--- config.mk ---
export PLATFORM = sky130hd
export DESIGN_NAME = program_counter_stack
export DESIGN_NICKNAME = d
export VERILOG_FILES = /design/src/rtl/pc_pkg.sv /design/src/rtl/pc_return_stack.sv /design/src/rtl/program_counter_stack.sv
export SDC_FILE = /design/constraint.sdc
export NUM_CORES = 1
export LEC_CHECK = 0
export CORE_ASPECT_RATIO = 1.25
export CORE_MARGIN = 4
export CORE_UTILIZATION = 30
export DETAILED_ROUTE_END_ITERATION = 8
export PLACE_DENSITY = 0.71
export RECOVER_POWER = 100
export SYNTH_ARGS = -nofsm -noshare
export SYNTH_HDL_FRONTEND = slang
export SYNTH_SLANG_ARGS = --single-unit
--- constraint.sdc ---
create_clock -name clk -period 4.7 [get_ports clk]
set_input_delay 1.175 -clock clk [delete_from_list [all_inputs] [get_ports clk]]
set_output_delay 1.175 -clock clk [all_outputs]
set_load 0.005 [all_outputs]
--- src/rtl/pc_pkg.sv ---
// Shared types and helpers for the program counter: command encoding,
// priority encoder and return-stack pointer width.
package pc_pkg;

  typedef enum logic [2:0] {
    CMD_NONE,
    CMD_CLR,
    CMD_RET,
    CMD_CALL,
    CMD_LOAD,
    CMD_BR,
    CMD_INC
  } pc_cmd_e;

  // Pointer must represent 0..depth inclusive.
  function automatic int sp_w(input int depth);
    return $clog2(depth + 1);
  endfunction

  // Exactly one command per cycle; lower-priority requests are dropped.
  function automatic pc_cmd_e pc_cmd_encode(
    input logic rst,
    input logic clr_n,
    input logic ret,
    input logic call,
    input logic lp,
    input logic br,
    input logic cp
  );
    if (rst || !clr_n) return CMD_CLR;
    else if (ret)      return CMD_RET;
    else if (call)     return CMD_CALL;
    else if (lp)       return CMD_LOAD;
    else if (br)       return CMD_BR;
    else if (cp)       return CMD_INC;
    else               return CMD_NONE;
  endfunction

endpackage

--- src/rtl/pc_return_stack.sv ---
// DEPTH x WIDTH LIFO holding return addresses. The top entry is read
// combinationally so a pop can load the PC in the same cycle it is issued.
module pc_return_stack
  import pc_pkg::*;
#(
  parameter int WIDTH = 4,
  parameter int DEPTH = 4
) (
  input  logic                     clk,
  input  logic                     clr,
  input  logic                     push,
  input  logic                     pop,
  input  logic [WIDTH-1:0]         push_data,
  output logic [WIDTH-1:0]         top_data,
  output logic [sp_w(DEPTH)-1:0]   sp,
  output logic                     full,
  output logic                     empty
);

  localparam int SP_W  = sp_w(DEPTH);
  localparam int IDX_W = (DEPTH > 1) ? $clog2(DEPTH) : 1;

  logic [WIDTH-1:0] mem [2**IDX_W];
  logic [SP_W-1:0]  sp_reg;
  logic [IDX_W-1:0] wr_idx;
  logic [IDX_W-1:0] rd_idx;

  assign wr_idx   = IDX_W'(sp_reg);
  assign rd_idx   = IDX_W'(sp_reg - SP_W'(1));
  assign top_data = mem[rd_idx];

  // Caller guarantees push only when not full and pop only when not empty.
  always_ff @(posedge clk) begin
    if (clr) begin
      sp_reg <= '0;
    end else if (push) begin
      mem[wr_idx] <= push_data;
      sp_reg      <= sp_reg + SP_W'(1);
    end else if (pop) begin
      sp_reg <= sp_reg - SP_W'(1);
    end
  end

  assign sp    = sp_reg;
  assign full  = (sp_reg == SP_W'(DEPTH));
  assign empty = (sp_reg == '0);

endmodule

--- src/rtl/program_counter_stack.sv ---
// Parametrised PC with relative branch, wrap pulse and optional return stack.
// The return stack (call/ret, sp, full, ovf, unf) exists only with PC_RETURN_STACK_EN.
module program_counter_stack
  import pc_pkg::*;
#(
  parameter int WIDTH = 4,
  parameter int OFF_W = 4,
  parameter int DEPTH = 4
) (
  input  logic                   clk,
  input  logic                   rst,
  input  logic                   clr_n,
  input  logic                   cp,
  input  logic                   lp,
  input  logic                   br,
  input  logic                   call,
  input  logic                   ret,
  input  logic                   ep,
  input  logic [WIDTH-1:0]       bus_in,
  input  logic [OFF_W-1:0]       off_in,
  output logic [WIDTH-1:0]       pc,
  output logic [WIDTH-1:0]       bus_out,
  output logic                   bus_oe,
  output logic [sp_w(DEPTH)-1:0] sp,
  output logic                   full,
  output logic                   empty,
  output logic                   ovf,
  output logic                   unf,
  output logic                   wrap
);

  pc_cmd_e          cmd;
  logic [WIDTH-1:0] pc_reg;
  logic             ovf_reg;
  logic             unf_reg;
  logic             wrap_reg;
  logic             full_int;
  logic             empty_int;
  logic [WIDTH-1:0] top_data;
  logic [WIDTH+1:0] br_sum;
  logic             br_wrap;

`ifdef PC_RETURN_STACK_EN
  localparam bit STACK_EN = 1'b1;

  pc_return_stack #(
    .WIDTH (WIDTH),
    .DEPTH (DEPTH)
  ) u_stack (
    .clk       (clk),
    .clr       (cmd == CMD_CLR),
    .push      ((cmd == CMD_CALL) && !full_int),
    .pop       ((cmd == CMD_RET) && !empty_int),
    .push_data (pc_reg + 1'b1),
    .top_data  (top_data),
    .sp        (sp),
    .full      (full_int),
    .empty     (empty_int)
  );
`else
  localparam bit STACK_EN = 1'b0;

  assign top_data  = '0;
  assign full_int  = 1'b0;
  assign empty_int = 1'b1;
  assign sp        = '0;
`endif

  assign cmd = pc_cmd_encode(rst, clr_n, ret & STACK_EN, call & STACK_EN, lp, br, cp);

  // Two guard bits: bit WIDTH flags overflow past the top, bit WIDTH+1 a negative sum.
  assign br_sum  = {2'b00, pc_reg} + {{(WIDTH + 2 - OFF_W){off_in[OFF_W-1]}}, off_in};
  assign br_wrap = br_sum[WIDTH+1] | br_sum[WIDTH];

  always_ff @(posedge clk) begin
    wrap_reg <= 1'b0;
    case (cmd)
      CMD_CLR: begin
        pc_reg  <= '0;
        ovf_reg <= 1'b0;
        unf_reg <= 1'b0;
      end
      CMD_RET: begin
        if (!empty_int) pc_reg <= top_data;
        else            unf_reg <= 1'b1;
      end
      CMD_CALL: begin
        if (!full_int) pc_reg <= bus_in;
        else           ovf_reg <= 1'b1;
      end
      CMD_LOAD: pc_reg <= bus_in;
      CMD_BR: begin
        pc_reg   <= br_sum[WIDTH-1:0];
        wrap_reg <= br_wrap;
      end
      CMD_INC: begin
        pc_reg   <= pc_reg + 1'b1;
        wrap_reg <= &pc_reg;
      end
      default: ;
    endcase
  end

  assign pc      = pc_reg;
  assign bus_out = ep ? pc_reg : '0;
  assign bus_oe  = ep;
  assign full    = full_int;
  assign empty   = empty_int;
  assign ovf     = ovf_reg & STACK_EN;
  assign unf     = unf_reg & STACK_EN;
  assign wrap    = wrap_reg;

endmodule

==> results.txt, run 1 <==
Final Instance Area = 837.1 um2
Worst Setup Slack post-DPL = 1183 ps
Total routing resource utilization after global routing = 0.1019
TritonCTS clock tree = built
DRC errors left = 0
Slowest cell on the critical path = sky130_fd_sc_hd__dlygate4sd3_1
Critical Path Start Type = input port
Share of final-layout standard cells stronger than drive strength 1 = 0.07955
Count of mapped cells out of synthesis = 63
Share of synthesized area occupied by flip-flops and latches = 0.2328
Required time worst endpoint = 3520 ps
Iter 0 DRT Violations = 20
Die Width = 48.06 um
Total congestion overflow after global routing = 0
Final clock period utilization by the worst path = 0.7802
Setup WS post-layout = 1033 ps
Maximum number of pins on one net before global-route repair = 7
Min-delay worst type = register to register
Post-synthesis to final-layout area growth = 39.09%
Slowest stage delay, CP = 580 ps
Outcome = finished clean
Worst Path Max Fanout = 5
Hold Vio Cnt, Final = 0
Standard cell area after detailed placement = 824.5 um2
Via count of the first global-routing pass = 500
CTS root buffer = sky130_fd_sc_hd__clkbuf_4
Achievable Freq = 272.7 MHz
Clock latency on the worst-skew pair = 240 ps
Worst reg-to-reg path cell count = 7
Die ar. = 0.002791 mm2
Quantity of I/O buffers inserted on ports = 24
Met1 layer wirelength in the final routing = 471 um
Core outline area = 0.001829 mm2
Number of sinks handled by clock tree synthesis = 5
Static power due to leakage = 0.0003708 uW
Worst Hold Path Cells = 2
Leading area contributor after synthesis = sky130_fd_sc_hd__edfxtp_1
Register clock-pin slew on the reported worst setup and hold paths = 50 ps
Mean Syn Cell Area = 9.553 um2
Placed cell count = 103
Ports placed on the boundary = 34
Post-detail-place hpwl = 1.072 mm
Type of element capturing the critical path = output port
Beginning of the worst hold path = pc[3]
Final setup violation count = 0
Startpoint of the worst register-to-register path = pc[0]
Top cell type's share of synthesized area = 0.1996
Total setup buffers inserted after CTS = 0
Number of rows created at floorplan = 17
MaxCap Viol Count = 0
Count of placed standard cells in the final layout, fillers left out = 107
CTS H-tree depth = 1
Fin Clk Skew = 6.537 ps
Via-per-instance ratio = 4.804
Power density relative to cell area = 179.2 mW/mm2
Number of distinct library cells after synthesis = 29
Synthesis Warnings = 0
Total length of routed met3 wires = 165 um
Routed wire length = 1.226 mm
Post-cts repair resize count = 0
Routed wire length on met2 = 589 um
Initial antenna violation count = 0
Most area-consuming cells after synthesis = sky130_fd_sc_hd__edfxtp_1 (20%), sky130_fd_sc_hd__ha_1 (12%), sky130_fd_sc_hd__buf_4 (10%), sky130_fd_sc_hd__and2_1 (5.2%), sky130_fd_sc_hd__nand4bb_4 (4.6%)
Launch point of the worst path = ep
Most used cell along the critical path = sky130_fd_sc_hd__dlygate4sd3_1
Detailed-route via count = 514
CP arrival = 2490 ps
ANT nets after route = 0
Wire length of the first global-routing pass = 1.987 mm
CP cell instances = dlygate4sd3_1 -> and2_1 -> dlygate4sd3_1
Y dimension of the die = 58.08 um
Global placer's final weighted congestion = 0.7376
Final slew viol count = 0
Number of flip-flops under the largest register name = 4
Initial Util = 0.3290
Drt pass-1 iters = 4
Min cycle time layout = 3667 ps
Register area = 140.1 um2
Number of hold buffers added after cts = 0
Number of synthesized register bits = 5
Peak ir drop on the vdd network = 0.0001421 V
Area occupied by multi-input gates = 382.9 um2
Buffer levels on the longest clock path = 2
Final-stage net count = 113
Detail-routed net length per standard cell = 11.46 um
CTS Buf Count = 3
Highest metal used = met3
Fill cell count = 191
Total negative slack for setup checks = 0 ps
CP Class = input port to output port
Combined area of all synthesized cells = 601.8 um2
RSZ-0062 raised after global routing = false
Antenna Diode Count = 0
-- through the flow --
| stage | power [uW] | utilization | hold WS, ps |
|---|---|---|---|
| floorplan | 81.93 | - | 579.1 |
| global placement | 104.4 | 0.4508 | 624.6 |
| detailed placement | 104.9 | 0.4508 | 652.7 |
| CTS | 156.3 | 0.4658 | 670.1 |
| global route | 163.7 | 0.4576 | 721.6 |
| finish | 150.0 | 0.4576 | 645.9 |
-- power by group --
part	internal [uW]	switching [uW]
logic	27.2	18.9
clock network	30.8	18.5
registers	50.7	3.79
total	109	41.2
-- cell families (layout without fill, tap and decap cells) --
logic type                 Yosys count  after routing  synth area share
AOI/OAI and AO/OA                   12             12            0.1601
xor gates and xnor gates             4              4           0.05822
adders and majority gates            7              7            0.1580
buffers and inverters               14             34            0.1372
DFF                                  5              5            0.2329
other                                2              7           0.01248
and+or+nand+nor                     19             19            0.2412
-- area by class of cell --
cell class | instances | share of cell area
clock buffer | 3 | 0.02691
clock inverter | 1 | 0.005979
inverter | 6 | 0.02691
multi-input combinational | 49 | 0.4574
sequential | 5 | 0.1674
tap | 19 | 0.02840
timing repair buffer | 24 | 0.2870
-- synthesized netlist by cell type --
cell and number:
sky130_fd_sc_hd__a211oi_1 1, sky130_fd_sc_hd__a21o_1 1, sky130_fd_sc_hd__a21oi_1 2, sky130_fd_sc_hd__a21oi_2 1
sky130_fd_sc_hd__a221o_1 1, sky130_fd_sc_hd__and2_1 5, sky130_fd_sc_hd__and3_1 1, sky130_fd_sc_hd__and3b_1 1
sky130_fd_sc_hd__buf_4 8, sky130_fd_sc_hd__conb_1 2, sky130_fd_sc_hd__dfxtp_1 1, sky130_fd_sc_hd__edfxtp_1 4
sky130_fd_sc_hd__fa_1 1, sky130_fd_sc_hd__ha_1 6, sky130_fd_sc_hd__inv_1 6, sky130_fd_sc_hd__nand2_1 4
sky130_fd_sc_hd__nand2b_1 1, sky130_fd_sc_hd__nand3_1 1, sky130_fd_sc_hd__nand4_1 1, sky130_fd_sc_hd__nand4bb_4 1
sky130_fd_sc_hd__nor2_1 2, sky130_fd_sc_hd__nor4b_4 1, sky130_fd_sc_hd__o21ai_0 1, sky130_fd_sc_hd__o21ai_1 1
sky130_fd_sc_hd__o221ai_1 3, sky130_fd_sc_hd__o41ai_2 1, sky130_fd_sc_hd__or2b_1 1, sky130_fd_sc_hd__xnor2_1 3
sky130_fd_sc_hd__xor2_1 1
-- layer usage --
| layer | global-route usage | vias to the layer above |
|---|---|---|
| met3 | 0.06211 | 0 |
| met2 | 0.1512 | 32 |
| met4 | 0.04231 | 0 |
| met5 | 0 | - |
| li1 | - | 260 |
| met1 | 0.1147 | 222 |
-- layout by cell type, fill, tap and decap left out, types with 2 or more instances in the layout --
cell	synthesis	routed
sky130_fd_sc_hd__inv_1	6	6
sky130_fd_sc_hd__dlygate4sd3_1	0	12
sky130_fd_sc_hd__conb_1	2	7
sky130_fd_sc_hd__clkdlybuf4s50_1	0	12
sky130_fd_sc_hd__o21ai_0	1	2
sky130_fd_sc_hd__and2_1	5	4
sky130_fd_sc_hd__clkbuf_4	0	3
sky130_fd_sc_hd__a21oi_1	2	2
sky130_fd_sc_hd__o221ai_1	3	3
sky130_fd_sc_hd__nand2_1	4	4
sky130_fd_sc_hd__nor2_1	2	2
sky130_fd_sc_hd__xnor2_1	3	3
sky130_fd_sc_hd__ha_1	6	6
sky130_fd_sc_hd__edfxtp_1	4	4
-- worst paths after layout --
path	to	slack, ps
worst max register to register	wrap	2790
worst max-delay path	bus_out[2]	1030
worst min-delay path	wrap	650
worst min register to register	wrap	650
-- critical path: cells and delay by family --
kind          cells  cell delay (ps)
buf+inv           2             1150
simple gates      1              170
(Power assumes the default switching activity.)
==> run 2: changes to the inputs <==
--- a/config.mk
+++ b/config.mk
@@ -9,7 +9,7 @@
 export CORE_MARGIN = 4
 export CORE_UTILIZATION = 30
 export DETAILED_ROUTE_END_ITERATION = 8
-export PLACE_DENSITY = 0.71
+export PLACE_DENSITY = 0.74
 export RECOVER_POWER = 100
 export SYNTH_ARGS = -nofsm -noshare
 export SYNTH_HDL_FRONTEND = slang
==> constraint.sdc (replaced) <==
create_clock -name clk -period 3.1 [get_ports clk]
set_input_delay 0.775 -clock clk [delete_from_list [all_inputs] [get_ports clk]]
set_output_delay 0.775 -clock clk [all_outputs]
set_load 0.005 [all_outputs]
==> run 2 against run 1 <==
  * Cell area fell by 0.15%
  * Via count rose by 1.4%
  * Combinational power rose by 54%
  * First-iteration DRC count fell by 80%
  * Clock skew fell by 6.3 ps
  * Non-clock buffer count did not move
  * Count of clock-buffer cells in the layout rose by 1
  * Critical path depth did not move
  * Critical endpoint is now bus_out[3]
==> results.txt, run 2 (synthesis results as in run 1) <==
Final-stage net count = 113 (unchanged)
Peak ir drop on the vdd network = 0.0001902 V (+34%)
Final clock period utilization by the worst path = 0.9288
Routed wire length = 1.274 mm (+3.9%)
Number of rows created at floorplan = 17 (unchanged)
Number of sinks handled by clock tree synthesis = 5 (unchanged)
Fill cell count = 179 (-6.3%)
Iter 0 DRT Violations = 4 (-80%)
Post-Route Hold Slack = 617.7 ps (-28.18 ps)
Die Width = 48.06 um (unchanged)
Core outline area = 0.001829 mm2 (unchanged)
CTS Buf Count = 3 (unchanged)
Final Instance Area = 835.8 um2 (-0.15%)
Type of element capturing the critical path = output port
Outcome = finished clean
Static power due to leakage = 0.0003597 uW (-3.0%)
Final slew viol count = 0 (unchanged)
Via count of the first global-routing pass = 494 (-1.2%)
Critical Path Start Type = input port
Initial Util = 0.3290 (unchanged)
Detail-routed net length per standard cell = 11.91 um (+3.9%)
Achievable Freq = 347.3 MHz
Total congestion overflow after global routing = 0 (unchanged)
Final setup violation count = 0 (unchanged)
Standard cell area after detailed placement = 824.5 um2 (unchanged)
Fin Clk Skew = 0.2221 ps (-6.315 ps)
Worst Hold Path Cells = 2 (unchanged)
Clock latency on the worst-skew pair = 240 ps (about the same)
Post-synthesis to final-layout area growth = 38.88%
Hold Vio Cnt, Final = 0 (unchanged)
Register clock-pin slew on the reported worst setup and hold paths = 40 ps (about the same)
Detailed-route via count = 521 (+1.4%)
Worst R2R End = wrap
CTS H-tree depth = 1 (unchanged)
CP Class = input port to output port
Post-detail-place hpwl = 1.103 mm (+2.9%)
Area occupied by multi-input gates = 382.9 um2 (unchanged)
Share of final-layout standard cells stronger than drive strength 1 = 0.06818 (-0.01136)
MaxCap Viol Count = 0 (unchanged)
Ports placed on the boundary = 34 (unchanged)
Total negative slack for setup checks = 0 ps (unchanged)
Buffer levels on the longest clock path = 2 (unchanged)
Initial antenna violation count = 0 (unchanged)
Min cycle time layout = 2879 ps
ANT nets after route = 0 (unchanged)
Beginning of the worst hold path = pc[3]
Via-per-instance ratio = 4.869 (+1.4%)
Hold path endpoint = wrap
Antenna Diode Count = 0 (unchanged)
Y dimension of the die = 58.08 um (unchanged)
TritonCTS clock tree = built
Total routing resource utilization after global routing = 0.09834 (-0.003555)
Launch point of the worst path = ep
Reg2Reg Setup Slack = 1200 ps (-1590 ps)
Number of flip-flops under the largest register name = 4 (unchanged)
Wire length of the first global-routing pass = 1.945 mm (-2.1%)
Drt pass-1 iters = 2 (-2)
Startpoint of the worst register-to-register path = pc[0]
CTS root buffer = sky130_fd_sc_hd__clkbuf_4
Most common library cell in the layout ignoring fill and taps = sky130_fd_sc_hd__clkdlybuf4s50_1
CP arrival = 2100 ps (-390 ps)
DRC errors left = 0 (unchanged)
Post-cts repair resize count = 0 (unchanged)
Required time worst endpoint = 2320 ps (-1200 ps)
Worst Path Max Fanout = 5 (unchanged)
Worst reg-to-reg path cell count = 7 (unchanged)
Global placer's final weighted congestion = 0.7700 (+4.4%)
Final cell utilization of the core = 0.4569 (-0.0006840)
Register area = 140.1 um2 (unchanged)
Min-delay worst type = register to register
Commonest cells after routing, fill and taps aside = sky130_fd_sc_hd__clkdlybuf4s50_1 (14), sky130_fd_sc_hd__dlygate4sd3_1 (10), sky130_fd_sc_hd__conb_1 (7)
Quantity of I/O buffers inserted on ports = 24 (unchanged)
Total setup buffers inserted after CTS = 0 (unchanged)
Maximum number of pins on one net before global-route repair = 7 (unchanged)
Number of hold buffers added after cts = 0 (unchanged)
Power density relative to cell area = 273.3 mW/mm2 (+52%)
RSZ-0062 raised after global routing = false
Die ar. = 0.002791 mm2 (unchanged)
==> run 2: changes by cell type in the layout (fill, tap and decap cells not counted) <==
cell                              previous run  this run
sky130_fd_sc_hd__dlygate4sd3_1              12        10
sky130_fd_sc_hd__and2_0                      1         3
sky130_fd_sc_hd__clkinv_2                    1         0
sky130_fd_sc_hd__and2_1                      4         2
sky130_fd_sc_hd__clkdlybuf4s50_1            12        14
sky130_fd_sc_hd__clkbuf_1                    0         1
==> run 2: metal layers <==
metal  global-route usage  vias to the layer above  wire length, um
met4              0.03462                        0               18
met1               0.1034                      235              467
met2               0.1626                       24              659
met3              0.04969                        4              128
li1                     -                      258                -
met5                    0                        -                0
==> run 2: power by group <==
| part | total [uW] | switching [uW] | internal (uW) |
|---|---|---|---|
| logic | 70.9 | 29.3 | 41.6 |
| clock network | 74.9 | 26.3 | 48.6 |
| registers | 82.6 | 5.58 | 77.0 |
| total | 228 | 61.2 | 167 |
==> run 2: critical path, cell delays in order <==
cell and delay, ps:
sky130_fd_sc_hd__dlygate4sd3_1 590, sky130_fd_sc_hd__and2_1 170, sky130_fd_sc_hd__dlygate4sd3_1 570
==> run 2: stage by stage <==
stage	total power, uW	cells	worst slack, ps
floorplan	124.2	68	1062
detailed placement	159.8	103	369.6
CTS	236.3	107	360.8
finish	228.4	107	220.8
global placement	158.1	103	379.8
global route	243.5	107	167.8
==> run 2: layout make-up <==
cell class	count	area share
inverters	6	0.02695
flip-flops and latches	5	0.1677
repair buffers	24	0.2874
clock buffers	4	0.03144
well taps	19	0.02844
multi-input cells	49	0.4581
==> run 2: worst max path at each step <==
stage | to | slack (ps) | depth (start not counted)
3_5_place_dp | bus_out[0] | 370 | 3
3_3_place_gp | bus_out[0] | 380 | 3
5_1_grt | bus_out[3] | 170 | 3
2_1_floorplan | wrap | 1060 | 7
6_report | bus_out[3] | 220 | 3
4_1_cts | bus_out[1] | 360 | 3
